===== src/rtl/adc_pkg.sv =====
// Shared definitions for the ADC capture controller: FSM encoding, default frame
// geometry and small helpers for the ramp pattern the converter streams.
package adc_pkg;

  localparam int DEF_CHANNELS  = 32;
  localparam int DEF_DATAWIDTH = 8;

  typedef enum logic [2:0] {
    S_IDLE,
    S_WAIT_RDY,
    S_CALIB,
    S_RUN,
    S_DONE
  } state_t;

  function automatic int ramp_step(input int channels, input int datawidth);
    return channels % (1 << datawidth);
  endfunction

  // Frame-to-frame base increment of the ramp for the default geometry
  localparam int RAMP_STEP = ramp_step(DEF_CHANNELS, DEF_DATAWIDTH);

  function automatic logic [DEF_DATAWIDTH-1:0] lane_get(
    input logic [DEF_CHANNELS*DEF_DATAWIDTH-1:0] frame,
    input int                                    idx
  );
    return frame[idx*DEF_DATAWIDTH +: DEF_DATAWIDTH];
  endfunction

endpackage


===== src/rtl/adc_frame_checker.sv =====
// Ramp-pattern integrity checker: flags a captured frame whose lanes are not a
// contiguous ramp or whose base does not follow the previous frame's base.
module adc_frame_checker
  import adc_pkg::*;
#(
  parameter int CHANNELS  = DEF_CHANNELS,
  parameter int DATAWIDTH = DEF_DATAWIDTH
) (
  input  logic                          i_clk,
  input  logic                          i_rst,
  input  logic                          i_clear,
  input  logic                          i_valid,
  input  logic [CHANNELS*DATAWIDTH-1:0] i_frame,
  output logic                          o_frame_bad
);

  localparam logic [DATAWIDTH-1:0] STEP = DATAWIDTH'(ramp_step(CHANNELS, DATAWIDTH));

  logic [DATAWIDTH-1:0] r_prev_base;
  logic                 r_seeded;
  logic [DATAWIDTH-1:0] w_base;
  logic                 w_lanes_ok;
  logic                 w_base_ok;

  assign w_base = i_frame[DATAWIDTH-1:0];

  always_comb begin
    w_lanes_ok = 1'b1;
    for (int i = 1; i < CHANNELS; i++) begin
      if (i_frame[i*DATAWIDTH +: DATAWIDTH] != w_base + DATAWIDTH'(i)) begin
        w_lanes_ok = 1'b0;
      end
    end
  end

  // The first frame after a clear only seeds the expected base
  assign w_base_ok   = !r_seeded || (w_base == r_prev_base + STEP);
  assign o_frame_bad = i_valid && !(w_lanes_ok && w_base_ok);

  // Always re-seed from the received frame so one bad frame costs one count
  always_ff @(posedge i_clk) begin
    if (i_rst || i_clear) begin
      r_prev_base <= '0;
      r_seeded    <= 1'b0;
    end else if (i_valid) begin
      r_prev_base <= w_base;
      r_seeded    <= 1'b1;
    end
  end

endmodule


===== src/rtl/adc_capture_ctrl.sv =====
// Sequences the ADC through ready/calibration/run, writes each strobed frame into
// the frame SRAM and counts frames that break the converter's ramp pattern.
module adc_capture_ctrl
  import adc_pkg::*;
#(
  parameter int CHANNELS  = DEF_CHANNELS,
  parameter int DATAWIDTH = DEF_DATAWIDTH,
  parameter int DEPTH     = 64,
  parameter int ADDRW     = 6,
  parameter int TIMEOUT   = 20000
) (
  input  logic                          i_clk_28G,
  input  logic                          i_rst,
  input  logic                          i_start,
  input  logic                          i_adc_ready,
  output logic                          o_calib_start,
  input  logic                          i_adc_calib_done,
  output logic                          o_adc_run,
  input  logic [DATAWIDTH*CHANNELS-1:0] i_adc_data,
  input  logic                          i_en_sram,
  output logic                          o_mem_we,
  output logic [ADDRW-1:0]              o_mem_addr,
  output logic [DATAWIDTH*CHANNELS-1:0] o_mem_wdata,
  output logic                          o_busy,
  output logic                          o_done,
  output logic                          o_timeout_err,
  output logic [15:0]                   o_err_cnt
);

  localparam int TW = $clog2(TIMEOUT + 1);

  state_t                        r_state;
  state_t                        w_state_next;
  logic [TW-1:0]                 r_timer;
  logic [ADDRW-1:0]              r_wr_addr;
  logic                          r_calib_start;
  logic                          r_adc_run;
  logic                          r_mem_we;
  logic [ADDRW-1:0]              r_mem_addr;
  logic [DATAWIDTH*CHANNELS-1:0] r_mem_wdata;
  logic                          r_timeout_err;
  logic [15:0]                   r_err_cnt;

  logic w_capture;
  logic w_last;
  logic w_clear;
  logic w_expired;
  logic w_timeout_hit;
  logic w_frame_bad;

  assign w_capture = (r_state == S_RUN) && i_en_sram;
  assign w_last    = (r_wr_addr == ADDRW'(DEPTH - 1));
  assign w_clear   = i_start && ((r_state == S_IDLE) || (r_state == S_DONE));
  assign w_expired = (r_timer == TW'(TIMEOUT - 1));

  always_comb begin
    w_state_next  = r_state;
    w_timeout_hit = 1'b0;
    case (r_state)
      S_IDLE:     if (i_start) w_state_next = S_WAIT_RDY;
      S_WAIT_RDY: begin
        if (i_adc_ready) begin
          w_state_next = S_CALIB;
        end else if (w_expired) begin
          w_state_next  = S_DONE;
          w_timeout_hit = 1'b1;
        end
      end
      S_CALIB: begin
        if (i_adc_calib_done) begin
          w_state_next = S_RUN;
        end else if (w_expired) begin
          w_state_next  = S_DONE;
          w_timeout_hit = 1'b1;
        end
      end
      S_RUN:      if (w_capture && w_last) w_state_next = S_DONE;
      S_DONE:     if (i_start) w_state_next = S_WAIT_RDY;
      default:    w_state_next = S_IDLE;
    endcase
  end

  // Wait-state timer restarts on every state entry and only runs where a timeout applies
  always_ff @(posedge i_clk_28G) begin
    if (i_rst || (w_state_next != r_state)) begin
      r_timer <= '0;
    end else if ((r_state == S_WAIT_RDY) || (r_state == S_CALIB)) begin
      r_timer <= r_timer + 1'b1;
    end
  end

  always_ff @(posedge i_clk_28G) begin
    if (i_rst) begin
      r_state       <= S_IDLE;
      r_calib_start <= 1'b0;
      r_adc_run     <= 1'b1;
      r_mem_we      <= 1'b0;
      r_mem_addr    <= '0;
      r_mem_wdata   <= '0;
      r_wr_addr     <= '0;
      r_timeout_err <= 1'b0;
      r_err_cnt     <= '0;
    end else begin
      r_state       <= w_state_next;
      r_calib_start <= (w_state_next == S_CALIB);
      r_adc_run     <= (w_state_next != S_RUN);
      r_mem_we      <= w_capture;
      if (w_capture) begin
        r_mem_addr  <= r_wr_addr;
        r_mem_wdata <= i_adc_data;
        r_wr_addr   <= r_wr_addr + 1'b1;
        if (w_frame_bad && (r_err_cnt != 16'hFFFF)) begin
          r_err_cnt <= r_err_cnt + 16'd1;
        end
      end
      if (w_clear) begin
        r_wr_addr     <= '0;
        r_err_cnt     <= '0;
        r_timeout_err <= 1'b0;
      end
      if (w_timeout_hit) begin
        r_timeout_err <= 1'b1;
      end
    end
  end

  adc_frame_checker #(
    .CHANNELS  (CHANNELS),
    .DATAWIDTH (DATAWIDTH)
  ) u_checker (
    .i_clk       (i_clk_28G),
    .i_rst       (i_rst),
    .i_clear     (w_clear),
    .i_valid     (w_capture),
    .i_frame     (i_adc_data),
    .o_frame_bad (w_frame_bad)
  );

  assign o_calib_start = r_calib_start;
  assign o_adc_run     = r_adc_run;
  assign o_mem_we      = r_mem_we;
  assign o_mem_addr    = r_mem_addr;
  assign o_mem_wdata   = r_mem_wdata;
  assign o_timeout_err = r_timeout_err;
  assign o_err_cnt     = r_err_cnt;
  assign o_busy        = (r_state != S_IDLE) && (r_state != S_DONE);
  assign o_done        = (r_state == S_DONE);

endmodule


===== config.mk =====
export PLATFORM = sky130hd
export DESIGN_NAME = adc_capture_ctrl
export DESIGN_NICKNAME = d
export VERILOG_FILES = /design/src/rtl/adc_pkg.sv /design/src/rtl/adc_frame_checker.sv /design/src/rtl/adc_capture_ctrl.sv
export SDC_FILE = /design/constraint.sdc
export NUM_CORES = 1
export LEC_CHECK = 0
export CORE_AREA = 2 2 210 212
export DETAILED_ROUTE_END_ITERATION = 8
export DIE_AREA = 0 0 212 214
export PLACE_DENSITY = 0.7
export REMOVE_ABC_BUFFERS = 1
export SETUP_SLACK_MARGIN = 0.4
export SKIP_LAST_GASP = 1
export SLEW_MARGIN = 5
export SYNTH_ARGS = -nofsm -noshare
export SYNTH_HDL_FRONTEND = slang
export SYNTH_SLANG_ARGS = --single-unit

===== constraint.sdc =====
create_clock -name i_clk_28G -period 4.6 [get_ports i_clk_28G]
set_input_delay 0.69 -clock i_clk_28G [delete_from_list [all_inputs] [get_ports i_clk_28G]]
set_output_delay 0.69 -clock i_clk_28G [all_outputs]
set_load 0.05 [all_outputs]

==> qor.txt <==
Tmin final = 4.07 ns
CP Class = input pin to flip-flop
Layout area overhead = 47.2%
DRT iter0 DRCs = 1895
Maximum vdd drop = 0.265 mV
Final setup vio count = 0
Fmax = 0.245 GHz
Share of cells above drive strength 1 = 9.36%
Clock Sinks = 315
Drt first pass iters = 6
DP Wirelength = 61200 um
Avg Inst Size Synth = 7.46 sq um
P_leak = 8.71 nW
Gr busiest metal = met2
Met1 usage = 42.1%
Critical Path Most Common Cell = or4_4
Buffer levels on the longest clock path = 3
Num CTS Buffers = 37
Pwr Total = 7.08 mW
Met2 Resource Use GR = 55.7%
Die Height = 214 um
CP Max Fanout = 11
Largest net degree at the start of global routing = 160
Max-cap violations = 0
Ports = 546
CP peak stage delay = 0.60 ns
Root cell of the clock tree = clkbuf_16
GR Overflow Total = 0
Yosys cell types = 87
Pwr dens = 283 nW/um^2
Relative slew margins = 33.6%
Multi-input gate area = 10000 sq um
Via count = 19262
Crit path max-delay cell type = or4_4
Ant. Diodes = 0
Met3 GRT Util = 6.91%
Skew final = 0.0190 ns
Post-synth top area cell = dfxtp_1
First-pass GRT wire length = 115000 um
Crit. End Element = flip-flop
Clock transition at path regs = 0.06 ns
Post-synthesis register bit count = 315
Port bufs = 545
H-tree depth = 2
Post-CTS setup buffers = 0
Initial Util = 39.7%
Placer Congestion = 0.987
Clock Latency Late Sink = 0.56 ns
Die extent in x = 212 um
Outcome = finished, final reports clean
Cell area after synthesis = 17000 sq um
Number of enable flip-flop cells after synthesis = 0
Share of synthesized registers carrying an async set or reset = 0%
Fin crit share = 88.6%
Final Max Tran Viols = 0
Routed len/inst = 22.7 um
Core footprint = 42900 sq um
# fillers = 3937
Number of global-route vias before repair = 18211
Type of origin of the critical path = input pin
# nets final = 3149
Final ANT Viol Nets = 0
Cells after Synth = 2282
Largest cells by area after synthesis = dfxtp_1, nand2_1, a21oi_1
CTS tree = built
Worst-margin pin slew = 0.996 ns
Top post-synthesis cells by count = nand2_1, a21oi_1, dfxtp_1
Rows = 76
CP Cell Sequence = buf_2 -> inv_2 -> ha_1 -> a21oi_2 -> xnor2_1 -> mux2_1 -> nor4_1 -> buf_4 -> nand4b_1 -> or4_4 -> or4_4 -> or2_4 -> nand4_1 -> mux2i_1
Initial antenna violation count = 3
Commonest register cell after synthesis = dfxtp_1
FF+latch area = 6310 sq um
Hold Path Class = flip-flop to flip-flop
DRC Markers = 0
Top-count cell post-synth = nand2_1
Routed vias/inst = 5.55
Top cell type's share of synthesized area = 37.0%
GRT Total Usage = 33.6%
Final hold violations = 0
Total negative slack = 0 ns
Sequential element share of the synthesized area = 37.0%
Required @ worst endpoint = 5.08 ns
Synth warn = 0
Arrival time at the worst endpoint = 4.55 ns
Die area = 45400 sq um
RSZ-0062 raised after global routing = yes
Post-Route WL = 78700 um
[logic make-up after synthesis]
kind of cell	share of synthesized area, %
buffers and inverters	4.87
flip-flops	37.0
multiplexers	1.63
XOR/XNOR	9.50
AND/OR/NAND/NOR	25.6
AO/OA/AOI/OAI	19.5
adder cells (fa/ha/maj)	1.84
[power breakdown]
| part | switching [mW] | internal (mW) | leakage [nW] |
|---|---|---|---|
| Clock | 1.21 | 1.73 | 0.597 |
| Combinational | 0.784 | 0.590 | 5.58 |
| Sequential | 0.0155 | 2.75 | 2.54 |
| Total | 2.01 | 5.07 | 8.71 |
[layer usage]
layer | up-vias | part of all wire (%)
li1 | 8969 | -
met1 | 9201 | 41
met2 | 912 | 47
met3 | 174 | 7.6
met4 | 6 | 4.2
met5 | - | 0.050
[path summary, 6_finish.rpt]
path | startpoint | end | cells after the start | slack [ns]
worst min register to register | o_mem_wdata[255]$_SDFFE_PP0P_ | o_mem_wdata[255]$_SDFFE_PP0P_ | 2 | 0.45
worst max-delay path | i_adc_data[3] | o_err_cnt[3]$_SDFFE_PP0P_ | 14 | 0.53
worst max register to register | u_checker.r_prev_base[5]$_SDFFE_PP0P_ | o_err_cnt[3]$_SDFFE_PP0P_ | 11 | 1.32
worst min-delay path | o_mem_wdata[255]$_SDFFE_PP0P_ | o_mem_wdata[255]$_SDFFE_PP0P_ | 2 | 0.45
[stage by stage]
step	setup slack [ns]	cells	util [%]	cell area (sq um)	hold slack, ns
floorplan	-3.44	2122	-	16300	0.440
global placement	-0.652	3408	55.4	23700	0.437
finish	0.525	3470	58.4	25100	0.451
global route	0.386	3470	58.4	25100	0.466
detailed placement	-0.598	3408	55.4	23700	0.445
CTS	0.409	3470	58.3	25000	0.453
[flip-flops by register name (all words and copies together), names as in the netlist, 3 cells and up]
| signal | flops |
|---|---|
| o_mem_addr | 6 |
| r_wr_addr | 6 |
| o_err_cnt | 16 |
| r_state | 3 |
| r_timer | 15 |
| u_checker.r_prev_base | 8 |
| o_mem_wdata | 256 |
[placed cells by master, fill, tap and decap left out, drive strengths merged, types with 13 or more instances in the layout]
cell type      count
nor2b             13
nor4              21
a21oi            345
or3               14
buf              164
ha                25
o22ai             21
nor3              30
nand2            626
nand3             41
and3              17
nand4             25
o21ai             56
mux2i             21
xor2              62
a211oi            13
dfxtp            315
a31oi             18
clkbuf            50
nand2b            33
xnor2            118
nor2              89
or4               13
clkdlybuf4s50    536
inv               41
[worst max-delay path: cells and delay by family]
| kind | cells | cell delay (ns) |
|---|---|---|
| compound gates | 1 | 0.22 |
| mux | 2 | 0.54 |
| simple gates | 6 | 1.90 |
| xor+xnor | 1 | 0.16 |
| fa+ha+maj | 1 | 0.32 |
| buf+inv | 3 | 0.70 |
[layout make-up]
type | count | area share (%)
clock buffers | 50 | 4.21
clock inverters | 12 | 0.584
inverters | 38 | 0.579
multi-input cells | 1769 | 39.9
flip-flops and latches | 315 | 25.2
well taps | 585 | 2.92
repair buffers | 701 | 26.6
[repair_timing]
item,CTS,global route
endpoints found under the setup margin,16,16
pin swaps,3,6
hold buffers,0,0
gates resized for setup,13,13
Power figures use the tool's default switching activity.
